`src/rtl/hci_streamer_sequencer_pkg.sv`:
```
// Streamer-side types (hwpe_stream_package) and sequencer-facing types plus
// the sequencer state enum (hci_package).
package hwpe_stream_package;

    typedef struct packed {
        logic [15:0] base_addr;
        logic [15:0] tot_len;
        logic [15:0] d0_stride;
        logic [1:0]  dim_enable_1h;
    } ctrl_addressgen_v3_t;

    typedef struct packed {
        logic done;
    } flags_addressgen_v3_t;

endpackage

package hci_package;

    import hwpe_stream_package::*;

    typedef struct packed {
        logic                req_start;
        ctrl_addressgen_v3_t addressgen_ctrl;
    } hci_streamer_ctrl_t;

    typedef struct packed {
        logic                 ready_start;
        logic                 done;
        flags_addressgen_v3_t addressgen_flags;
    } hci_streamer_flags_t;

    typedef enum logic [1:0] {
        SEQ_IDLE  = 2'd0,
        SEQ_ISSUE = 2'd1,
        SEQ_WAIT  = 2'd2,
        SEQ_RESP  = 2'd3
    } hci_streamer_seq_state_t;

endpackage

```
`src/rtl/hci_streamer_sequencer_watchdog.sv`:
```
// WAIT-phase watchdog for the streamer sequencer; built only when
// HCI_STREAMER_SEQ_WATCHDOG_EN is defined.
module hci_streamer_seq_watchdog #(
    parameter int unsigned TIMEOUT_CYCLES = 65535
) (
    input  logic clk_i,
    input  logic rst_ni,
    input  logic enable_i,
    input  logic clear_i,
    output logic expired_o
);

    localparam int unsigned CW = $clog2(TIMEOUT_CYCLES + 1);

    logic [CW-1:0] cnt_q;

    // Counter is held at zero outside WAIT, so every entry into WAIT starts from 0.
    always_ff @(posedge clk_i) begin
        if (!rst_ni) begin
            cnt_q <= '0;
        end else if (clear_i || !enable_i) begin
            cnt_q <= '0;
        end else if (!expired_o) begin
            cnt_q <= cnt_q + CW'(1);
        end
    end

    // Fires in the WAIT cycle whose increment brings the count to the limit.
    assign expired_o = enable_i && (cnt_q == CW'(TIMEOUT_CYCLES - 1));

endmodule

```
`src/rtl/hci_streamer_sequencer.sv`:
```
// Single-job sequencer in front of an HCI streamer: issue, wait for done, report.
// Optional WAIT watchdog enabled by defining HCI_STREAMER_SEQ_WATCHDOG_EN.
//
// state     | meaning
// SEQ_IDLE  | ready for a job, last config kept on ctrl_o
// SEQ_ISSUE | req_start high until the streamer takes it
// SEQ_WAIT  | streamer running, waiting for done (or timeout)
// SEQ_RESP  | completion report held until consumed
module hci_streamer_sequencer
    import hwpe_stream_package::*;
    import hci_package::*;
#(
    parameter int unsigned ID_WIDTH       = 4,
    parameter int unsigned CNT_WIDTH      = 16,
    parameter int unsigned TIMEOUT_CYCLES = 65535
) (
    input  logic                  clk_i,
    input  logic                  rst_ni,
    input  logic                  clear_i,
    input  logic                  job_valid_i,
    output logic                  job_ready_o,
    input  ctrl_addressgen_v3_t   job_ctrl_i,
    input  logic [ID_WIDTH-1:0]   job_id_i,
    output hci_streamer_ctrl_t    ctrl_o,
    input  hci_streamer_flags_t   flags_i,
    output logic                  resp_valid_o,
    input  logic                  resp_ready_i,
    output logic [ID_WIDTH-1:0]   resp_id_o,
    output logic                  resp_err_o,
    output logic                  busy_o,
    output logic [CNT_WIDTH-1:0]  done_cnt_o
);

    hci_streamer_seq_state_t state_q, state_d;
    ctrl_addressgen_v3_t     cfg_q;
    logic [ID_WIDTH-1:0]     id_q;
    logic [CNT_WIDTH-1:0]    cnt_q;
    logic                    timeout;
    logic                    unused_flags;

    assign unused_flags = ^flags_i.addressgen_flags;

`ifdef HCI_STREAMER_SEQ_WATCHDOG_EN
    logic err_q;

    hci_streamer_seq_watchdog #(
        .TIMEOUT_CYCLES (TIMEOUT_CYCLES)
    ) u_watchdog (
        .clk_i     (clk_i),
        .rst_ni    (rst_ni),
        .enable_i  (state_q == SEQ_WAIT),
        .clear_i   (clear_i),
        .expired_o (timeout)
    );

    // Done wins a tie with the timeout; the flag is frozen once RESP is entered.
    always_ff @(posedge clk_i) begin
        if (!rst_ni) begin
            err_q <= 1'b0;
        end else if (state_q == SEQ_WAIT && !clear_i) begin
            err_q <= timeout && !flags_i.done;
        end
    end

    assign resp_err_o = err_q;
`else
    localparam int unsigned unused_timeout = TIMEOUT_CYCLES;

    assign timeout    = 1'b0;
    assign resp_err_o = 1'b0;
`endif

    always_comb begin
        state_d = state_q;
        case (state_q)
            SEQ_IDLE:  if (job_valid_i)                 state_d = SEQ_ISSUE;
            SEQ_ISSUE: if (flags_i.ready_start)         state_d = SEQ_WAIT;
            SEQ_WAIT:  if (flags_i.done || timeout)     state_d = SEQ_RESP;
            SEQ_RESP:  if (resp_ready_i)                state_d = SEQ_IDLE;
            default:                                    state_d = SEQ_IDLE;
        endcase
        if (clear_i) begin
            state_d = SEQ_IDLE;
        end
    end

    always_ff @(posedge clk_i) begin
        if (!rst_ni) begin
            state_q <= SEQ_IDLE;
            cfg_q   <= '0;
            id_q    <= '0;
            cnt_q   <= '0;
        end else begin
            state_q <= state_d;
            if (state_q == SEQ_IDLE && job_valid_i && !clear_i) begin
                cfg_q <= job_ctrl_i;
                id_q  <= job_id_i;
            end
            if (clear_i) begin
                cnt_q <= '0;
            end else if (state_q == SEQ_RESP && resp_ready_i) begin
                cnt_q <= cnt_q + CNT_WIDTH'(1);
            end
        end
    end

    assign job_ready_o            = (state_q == SEQ_IDLE);
    assign ctrl_o.req_start       = (state_q == SEQ_ISSUE);
    assign ctrl_o.addressgen_ctrl = cfg_q;
    assign resp_valid_o           = (state_q == SEQ_RESP);
    assign resp_id_o              = id_q;
    assign busy_o                 = (state_q != SEQ_IDLE);
    assign done_cnt_o             = cnt_q;

endmodule

```
`config.mk`:
```
export PLATFORM = sky130hd
export DESIGN_NAME = hci_streamer_sequencer
export DESIGN_NICKNAME = d
export VERILOG_FILES = /design/src/rtl/hci_streamer_sequencer_pkg.sv /design/src/rtl/hci_streamer_sequencer_watchdog.sv /design/src/rtl/hci_streamer_sequencer.sv
export SDC_FILE = /design/constraint.sdc
export NUM_CORES = 1
export LEC_CHECK = 0
export BUFFER_PORTS_ARGS = -buffer_cell sky130_fd_sc_hd__buf_2
export CAP_MARGIN = 20
export CORE_MARGIN = 2
export CORE_UTILIZATION = 46
export DETAILED_ROUTE_END_ITERATION = 7
export PLACE_DENSITY = 0.79
export SLEW_MARGIN = 20
export SYNTH_ARGS = -nofsm -noshare
export SYNTH_HDL_FRONTEND = slang
export SYNTH_SLANG_ARGS = --single-unit
```
`constraint.sdc`:
```
create_clock -name clk_i -period 2.2 [get_ports clk_i]
set_clock_uncertainty 0.1 [all_clocks]
set_input_delay 0.22 -clock clk_i [delete_from_list [all_inputs] [get_ports clk_i]]
set_output_delay 0.22 -clock clk_i [all_outputs]
set_load 0.005 [all_outputs]
```
==> impl_results.md, run 1 <==
- Top cell type's share of synthesized area: 0.498
- CP bufs+invs: 0
- Synth Warn #: 0
- Largest delay contributor family on the critical path: simple AND/OR/NAND/NOR gates
- WL final: 6800 um
- Clk slew on worst S/H paths: 0.08 ns
- Mapped Nets: 409
- Final Power: 2.90 mW
- Syn Std Cell Area: 2890 um2
- Initial Utilization: 0.483
- Syn Area/Cell: 8.49 um2
- Iter 0 DRT Violations: 91
- Fin. max-slew vios: 0
- Top post-synthesis cells by count: 117 x nand2_1, 72 x dfxtp_1, 39 x a21boi_0, 19 x clkbuf_1, 15 x a21boi_1
- Die Width: 83.3 um
- Worst Hold Class: in2reg
- Area Growth Syn to Fin: 35.1%
- Crit-path cells: ha_1 > and4_1 > nand2_1 > or4b_1 > a21oi_1
- R2R Path Start: state_q[1]
- DRC viols: 0
- Fraction of registers with async set/reset: 0
- Antenna diodes: 0
- Pleak: 1.79 nW
- Final period util: 0.854
- CTS Buffer Depth: 2
- Antenna-violating nets left: 0
- Via density: 4.89
- Tightest Pin Transition: 0.681 ns
- Row Count: 28
- Post CTS Setup Buffer Count: 0
- Final setup fails: 0
- Tot GR Track Use: 0.196
- Ys flop type: dfxtp_1
- PD cells: 741 nW/um2
- Non-filler instance count after layout: 553
- Register area share after synthesis: 0.498
- Area of the die: 6940 um2
- H-Tree Depth: 3
- CP Class: reg2reg
- Mux contribution to synthesized area: 0.00346
- Setup Total Neg Slack: 0 ns
- Maximum clock rate: 532 MHz
- Max_cap viols: 0
- Yosys top cell by area: dfxtp_1
- PortBufs: 134
- Hold bufs inserted after CTS: 2
- Crit path DAT: 2.03 ns
- CP required: 2.36 ns
- Synth Area in Compound Gates: 0.167
- Syn Inst Count: 341
- Setup ws final: 0.322 ns
- Largest family of logic cells by synthesized area: simple AND/OR/NAND/NOR gates
- Fin area: 3910 um2
- CORE AREA: 5990 um2
- Final hold vios: 0
- RSZ-0062 raised after global routing: false
- Critical Path Max Stage Delay: 0.52 ns
- First-pass GRT wire length: 11,200 um
- Worst vdd ir: 0.489 mV
- Post-placement cell count: 535
- EDFF count, synth: 0
- Layout net count: 541
- Util after Layout: 0.653
- Detailed Place HPWL: 4710 um
- Via count: 2,705
- Adder-cell share of the synthesized area: 0.0259
- Setup Slack @ Placement: 0.343 ns
- Total gr overflow: 0
- Tmin final: 1.88 ns
- CTS tree: built
- Post-CTS resize count: 0
- I/O pins: 137
- Vias in the first global route: 2,548
- Worst skew pair latency: 0.33 ns
- Crit path launch type: flip-flop
- Ranking of synthesized cells by area: dfxtp_1 50%, nand2_1 15%, a21boi_0 10%
- #FFs+latches synth: 72
- Num CTS Buffers: 9
- Post-Synth XOR/XNOR Area: 0.0303
- Hold_ws: 0.0190 ns
- Root Driver: clkbuf_8
- DRT Pass-1 Iters: 4
- Yosys cell types: 31
- Simple-Gate Fraction of Synth Area: 0.237
- CTS Sinks: 72
- Largest net degree at the start of global routing: 55
- Antenna violations before repair: 0
- WL per Instance: 12.3 um
- Critical-path top delay cell: or4b_1
- Crit Path Max Fanout: 8
- Top-count cell post-synth: nand2_1
- Die Ht: 83.3 um
- Outcome: finished, final reports clean
- Fill cells: 526
- Hold path start: job_ctrl_i[48]
- CP Launch Point: state_q[1]
- Placer Congestion: 0.800
- Layout cells sized above 1: 0.333
- Worst slew margin: 0.546
- Placed Area: 3650 um2
- Worst Setup End Kind: flip-flop
[final timing paths]
kind              endpoint  slack (ns)  depth (start not counted)
min             ctrl_o[48]        0.02                          3
min reg2reg   resp_id_o[0]        0.36                          2
max          done_cnt_o[9]        0.32                          5
max reg2reg  done_cnt_o[9]        0.32                          5
[worst min-delay path, cell delays in order]
cell      delay, ns
buf_2          0.10
nand2_1        0.04
a21boi_1       0.05
[sequential cells by signal (all words and copies together) (netlist names)]
name	cells
state_q	2
resp_id_o	4
ctrl_o	50
done_cnt_o	16
[cells in the final DEF (no fill, tap or decap), types with 2 or more instances in the layout]
master,Yosys,layout
dlygate4sd3_1,0,2
clkinv_4,0,2
buf_2,0,134
o31ai_1,2,2
buf_12,0,2
dfxtp_1,72,72
nand4_1,5,5
ha_1,6,6
nand2_1,117,117
inv_1,4,4
or4_1,2,2
nand3_1,6,6
bufinv_16,0,3
buf_4,1,4
nand2b_1,4,4
and4_1,3,3
clkbuf_8,0,9
o21ai_0,3,3
nor2_1,14,13
xor2_1,9,9
a21boi_1,15,15
or3_1,2,2
a21oi_1,6,6
a21boi_0,39,39
[logic make-up (layout without fill, tap and decap cells)]
| family | count (synthesis) | after routing |
|---|---|---|
| AND/OR/NAND/NOR | 159 | 159 |
| flip-flops | 72 | 72 |
| AO/OA/AOI/OAI | 67 | 67 |
| buffers and inverters | 25 | 162 |
| XOR/XNOR | 10 | 10 |
| adder cells (fa/ha/maj) | 6 | 6 |
| other | 1 | 1 |
| multiplexers | 1 | 1 |
[where the power goes]
group | internal (mW) | total (mW) | leakage [nW] | switching, mW
Sequential | 1.35 | 1.38 | 0.586 | 0.0235
Combinational | 0.133 | 0.271 | 1.09 | 0.138
Clock | 0.755 | 1.25 | 0.119 | 0.495
Total | 2.24 | 2.90 | 1.79 | 0.656
[layer usage]
| metal | vias up | GRT usage | share of wire |
|---|---|---|---|
| li1 | 1385 | - | - |
| met1 | 1237 | 0.220 | 0.42 |
| met2 | 73 | 0.341 | 0.50 |
| met3 | 10 | 0.0616 | 0.064 |
| met4 | 0 | 0.0820 | 0.014 |
| met5 | - | 0 | 0 |
[layout make-up]
cell class / instances / area [um2] / area share
flip-flops and latches: 72 / 1440 / 0.369
multi-input cells: 244 / 1360 / 0.347
repair buffers: 142 / 761 / 0.195
clock buffers: 9 / 124 / 0.0317
clock inverters: 7 / 120 / 0.0307
well taps: 75 / 93.8 / 0.0240
inverters: 4 / 15.0 / 0.00384
No activity file was read; power rests on OpenSTA's default activity.
==> run 2: changes to the inputs <==
--- a/config.mk
+++ b/config.mk
@@ -10,7 +10,7 @@
 export CORE_MARGIN = 2
 export CORE_UTILIZATION = 46
 export DETAILED_ROUTE_END_ITERATION = 7
-export PLACE_DENSITY = 0.79
+export PLACE_DENSITY = 0.81
 export SLEW_MARGIN = 20
 export SYNTH_ARGS = -nofsm -noshare
 export SYNTH_HDL_FRONTEND = slang
==> impl_results.md, run 2 (same netlist as run 1, synthesis figures left out) <==
- Outcome: finished, final reports clean
- PortBufs: 134 (unchanged)
- Die Width: 83.3 um (unchanged)
- Tmin final: 1.88 ns (+0.00354 ns)
- Final setup fails: 0 (unchanged)
- Antenna violations before repair: 0 (unchanged)
- Final period util: 0.855 (+0.00161)
- CTS tree: built
- Setup Slack @ Placement: 0.298 ns (-0.0454 ns)
- Clk slew on worst S/H paths: 0.08 ns (about the same)
- Worst R2R End: ctrl_o[43]
- Final Power: 2.86 mW (-1.2%)
- Root Driver: clkbuf_8
- Antenna-violating nets left: 0 (unchanged)
- Via density: 4.91 (+0.33%)
- Total gr overflow: 0 (unchanged)
- Depth of the most critical reg-to-reg path: 7 (+2)
- CTS Sinks: 72 (unchanged)
- Crit path launch type: flip-flop
- Iter 0 DRT Violations: 82 (-9.9%)
- Final hold vios: 0 (unchanged)
- DRC viols: 0 (unchanged)
- Area of the die: 6940 um2 (unchanged)
- CP Class: reg2reg
- CP Launch Point: state_q[0]
- DRT Pass-1 Iters: 4 (unchanged)
- Max_cap viols: 0 (unchanged)
- Commonest non-fill, non-tap cell in the layout: buf_2
- Maximum clock rate: 531 MHz (-0.19%)
- Setup Total Neg Slack: 0 ns (unchanged)
- R2R Path Start: state_q[0]
- Placer Congestion: 0.809 (+1.1%)
- Worst Hold Class: in2reg
- Hold_ws: 0.0152 ns (-0.00377 ns)
- Fin. max-slew vios: 0 (unchanged)
- CORE AREA: 5990 um2 (unchanged)
- RSZ-0062 raised after global routing: false
- Post-CTS resize count: 0 (unchanged)
- Via count: 2,704 (-0.037%)
- Pleak: 1.78 nW (-0.53%)
- Most frequent cells in the layout: 134 x buf_2, 117 x nand2_1, 72 x dfxtp_1
- Tot GR Track Use: 0.197 (+0.000881)
- WHS Path Cells: 3 (unchanged)
- Layout cells sized above 1: 0.334 (+0.00140)
- Number of flip-flops under the largest register name: 50 (unchanged)
- Num CTS Buffers: 9 (unchanged)
- Die Ht: 83.3 um (unchanged)
- Layout net count: 539 (-0.37%)
- H-Tree Depth: 3 (unchanged)
- Reg-to-reg slack, setup: 0.32 ns (about the same)
- Vias in the first global route: 2,556 (+0.31%)
- Post CTS Setup Buffer Count: 0 (unchanged)
- Antenna diodes: 0 (unchanged)
- Row Count: 28 (unchanged)
- Largest net degree at the start of global routing: 55 (unchanged)
- Hold bufs inserted after CTS: 0 (-2)
- Worst Setup End Kind: flip-flop
- Crit Path Max Fanout: 17 (+9)
- I/O pins: 137 (unchanged)
- First-pass GRT wire length: 11,300 um (+0.74%)
- Tightest Pin Transition: 0.725 ns (+0.0444 ns)
- Detailed Place HPWL: 4950 um (+5.2%)
- Util after Layout: 0.646 (-0.00626)
- PD cells: 739 nW/um2 (-0.24%)
- Area Growth Syn to Fin: 33.8%
- Worst vdd ir: 0.381 mV (-22%)
- CTS Buffer Depth: 2 (unchanged)
- WL per Instance: 12.6 um (+2.3%)
- CP required: 2.35 ns (about the same)
- WL final: 6930 um (+1.9%)
- Worst slew margin: 0.517 (-0.0296)
- Worst skew pair latency: 0.33 ns (about the same)
- Initial Utilization: 0.483 (unchanged)
- End of the critical path: ctrl_o[43]
- Crit path DAT: 2.03 ns (about the same)
- Setup ws final: 0.318 ns (-0.00354 ns)
[run 2: per-layer routing]
layer,vias to the layer above,global-route usage,share of wire,wire length (um)
li1,1374,-,-,-
met1,1228,0.226,0.42,2940
met4,0,0.0805,0.018,126
met5,-,0,0,0
met2,89,0.337,0.49,3370
met3,13,0.0626,0.072,498
[run 2: layout make-up]
cell class,count,area (um2)
inverters,4,15.0
fillers,531,2120
clock buffers,12,165
multi-input cells,244,1360
clock inverters,4,73.8
flip-flops and latches,72,1440
well taps,75,93.8
repair buffers,140,728
[run 2: how the worst min path moves through the flow]
stage / slack (ns) / from / endpoint
after detailed placement: 0.34 / resp_id_o[0] / resp_id_o[0]
after floorplan: 0.25 / job_ctrl_i[17] / ctrl_o[17]
after global placement: 0.34 / ctrl_o[40] / ctrl_o[40]
after global routing: 0.003 / job_ctrl_i[17] / ctrl_o[17]
after CTS: 0.001 / job_ctrl_i[40] / ctrl_o[40]
final: 0.02 / job_ctrl_i[41] / ctrl_o[41]
[run 2: power by group]
group / switching (mW) / internal, mW / total (mW)
combinational: 0.135 / 0.130 / 0.266
sequential: 0.0244 / 1.35 / 1.38
clock: 0.485 / 0.734 / 1.22
[run 2: worst max-delay path, cell delays in order (launching register included)]
cell	delay [ns]
dfxtp_1	0.39
inv_1	0.10
ha_1	0.23
nand2_1	0.13
or2_2	0.32
buf_4	0.28
nand2_1	0.07
a21boi_0	0.18
[run 2: through the flow]
| stage | cells | area (um2) |
|---|---|---|
| CTS | 551 | 3870 |
| floorplan | 341 | 2890 |
| finish | 551 | 3870 |
| detailed placement | 535 | 3630 |
| global route | 551 | 3870 |
| global placement | 535 | 3630 |
==> run 3: changes to the inputs <==
--- a/config.mk
+++ b/config.mk
@@ -8,9 +8,10 @@
 export BUFFER_PORTS_ARGS = -buffer_cell sky130_fd_sc_hd__buf_2
 export CAP_MARGIN = 20
 export CORE_MARGIN = 2
-export CORE_UTILIZATION = 46
+export CORE_UTILIZATION = 50
 export DETAILED_ROUTE_END_ITERATION = 7
-export PLACE_DENSITY = 0.81
+export PLACE_DENSITY = 0.87
+export SETUP_SLACK_MARGIN = 0.1
 export SLEW_MARGIN = 20
 export SYNTH_ARGS = -nofsm -noshare
 export SYNTH_HDL_FRONTEND = slang
==> constraint.sdc (replaced) <==
create_clock -name clk_i -period 2.4 [get_ports clk_i]
set_clock_uncertainty 0.1 [all_clocks]
set_input_delay 0.24 -clock clk_i [delete_from_list [all_inputs] [get_ports clk_i]]
set_output_delay 0.24 -clock clk_i [all_outputs]
set_load 0.005 [all_outputs]
==> impl_results.md, run 3 (same netlist as run 1, synthesis figures left out) <==
- Iter 0 DRT Violations: 122 (+49%)
- Antenna-violating nets left: 0 (unchanged)
- H-Tree Depth: 3 (unchanged)
- Maximum clock rate: 488 MHz (-8.1%)
- Setup ws final: 0.352 ns (+0.0333 ns)
- Layout cells sized above 1: 0.330 (-0.00422)
- Hold_ws: 0.0403 ns (+0.0251 ns)
- Final period util: 0.854 (-0.00180)
- Hold bufs inserted after CTS: 0 (unchanged)
- Critical-path top delay cell: or4b_1
- Util after Layout: 0.699 (+0.0528)
- Worst R2R End: done_cnt_o[9]
- DRC viols: 0 (unchanged)
- Setup Total Neg Slack: 0 ns (unchanged)
- Max Used Layer: met4
- Via density: 4.92 (+0.24%)
- Die Width: 80.1 um (-3.9%)
- CORE AREA: 5540 um2 (-7.5%)
- PD cells: 694 nW/um2 (-6.1%)
- Max_cap viols: 0 (unchanged)
- Tightest Pin Transition: 0.673 ns (-0.0519 ns)
- Placed Area: 3620 um2 (-0.38%)
- WHS Endpoint: ctrl_o[1]
- RSZ-0062 raised after global routing: false
- Worst Setup End Kind: flip-flop
- Hold path start: job_ctrl_i[1]
- CTS tree: built
- Area Growth Syn to Fin: 33.9% (about the same)
- Tot GR Track Use: 0.221 (+0.0244)
- DRT Pass-1 Iters: 4 (unchanged)
- Non-filler instance count after layout: 545 (-1.1%)
- Reg-to-reg slack, setup: 0.35 ns (+0.03 ns)
- Layout net count: 536 (-0.56%)
- Worst vdd ir: 0.486 mV (+28%)
- Depth of the most critical reg-to-reg path: 5 (-2)
- Internal power: 2.11 mW (-5.0%)
- I/O pins: 137 (unchanged)
- Routed wl met3: 352 um (-29%)
- Critical Path Max Stage Delay: 0.50 ns (+0.11 ns)
- Psw: 583 uW (-9.5%)
- Detailed Place HPWL: 4970 um (+0.38%)
- Fin. max-slew vios: 0 (unchanged)
- CTS Buffer Depth: 2 (unchanged)
- Worst Hold Class: in2reg
- CP required: 2.54 ns (+0.19 ns)
- WL final: 7000 um (+0.97%)
- Crit-path cells: ha_1 > and4_1 > nand2_1 > or4b_1 > a21oi_1
- Part of the power in registers: 0.469 (-0.012)
- Switching Share: 0.217 (-0.00833)
- Fin area: 3870 um2 (about the same)
- Fill cells: 459 (-14%)
- Via count: 2,681 (-0.85%)
- Most frequent cells in the layout: 134 x buf_2, 117 x nand2_1, 72 x dfxtp_1
- Num CTS Buffers: 9 (unchanged)
- Antenna violations before repair: 0 (unchanged)
- Post CTS Setup Buffer Count: 0 (unchanged)
- Crit path launch type: flip-flop
- Post-CTS resize count: 0 (unchanged)
- Clock power frac: 0.439 (+0.013)
- Total gr overflow: 0 (unchanged)
- Reg area: 1440 um2 (unchanged)
- Antenna diodes: 0 (unchanged)
- WL per Instance: 12.8 um (+2.1%)
- Number of flip-flops under the largest register name: 50 (unchanged)
- Initial Utilization: 0.522 (+0.0393)
- Multi-input gate area: 1360 um2 (unchanged)
- WHS Path Cells: 3 (unchanged)
- Root Driver: clkbuf_8
- Crit Path Max Fanout: 8 (-9)
- PortBufs: 134 (unchanged)
- Post-placement cell count: 529 (-1.1%)
- Row Count: 27 (-3.6%)
- Clk slew on worst S/H paths: 0.08 ns (about the same)
- Final setup fails: 0 (unchanged)
- Placer Congestion: 0.747 (-7.6%)
- Vias in the first global route: 2,535 (-0.82%)
- First-pass GRT wire length: 11,200 um (-1.4%)
- Die Ht: 80.1 um (-3.9%)
- M1 WL: 2830 um (-3.6%)
- Crit path DAT: 2.19 ns (+0.16 ns)
- Final Power: 2.69 mW (-6.0%)
- CP Class: reg2reg
- Area of the die: 6410 um2 (-7.6%)
- Commonest non-fill, non-tap cell in the layout: buf_2
- Largest net degree at the start of global routing: 55 (unchanged)
- R2R Path Start: state_q[0]
- Setup Slack @ Placement: 0.358 ns (+0.0604 ns)
- Outcome: finished, final reports clean
- Pleak: 1.77 nW (-0.51%)
- Worst slew margin: 0.551 (+0.0346)
- Combinational share of power: 0.092 (about the same)
- Tmin final: 2.05 ns (+0.167 ns)
- CTS Sinks: 72 (unchanged)
- Worst skew pair latency: 0.32 ns (about the same)
- WL met2: 3660 um (+8.6%)
- Final hold vios: 0 (unchanged)
[run 3: cell count changes in the layout (fill, tap and decap cells not counted)]
cell | previous run | this run
inv_6 | 1 | 0
bufinv_16 | 2 | 3
clkinvlp_4 | 0 | 1
buf_4 | 5 | 1
clkbuf_8 | 12 | 11
buf_12 | 1 | 2
[run 3: worst max path at each step]
| stage | start | endpoint |
|---|---|---|
| final | state_q[0] | done_cnt_o[9] |
| after global routing | state_q[0] | done_cnt_o[9] |
| after CTS | state_q[0] | done_cnt_o[9] |
| after detailed placement | state_q[1] | done_cnt_o[9] |
| after global placement | state_q[0] | done_cnt_o[15] |
| after floorplan | state_q[0] | done_cnt_o[15] |
[run 3: worst max-delay path, delay by kind of cell, from the launching register on]
family | cells | cell delay (ns)
and+or+nand+nor | 3 | 0.98
adders and majority gates | 1 | 0.31
AOI/OAI and AO/OA | 1 | 0.18
DFF | 1 | 0.38
[run 3: power groups by stage]
stage	clock network, mW	registers, mW	logic, mW
2_1_floorplan	0	1.29	0.114
5_1_grt	1.25	1.27	0.279
6_report	1.18	1.26	0.248
4_1_cts	1.21	1.26	0.251
3_5_place_dp	0	1.29	0.250
3_3_place_gp	0	1.29	0.241
[run 3: per-layer routing]
metal  vias up  global-route usage
met5         -                   0
met4         0               0.103
met3        14              0.0494
met2        79               0.390
met1      1220               0.252
li1       1368                   -
[run 3: area by class of cell]
type / instances / area share
sequential: 72 / 0.372
clock inverter: 5 / 0.0265
timing repair buffer: 137 / 0.185
multi-input combinational: 244 / 0.350
inverter: 4 / 0.00388
tap: 72 / 0.0233
clock buffer: 11 / 0.0391
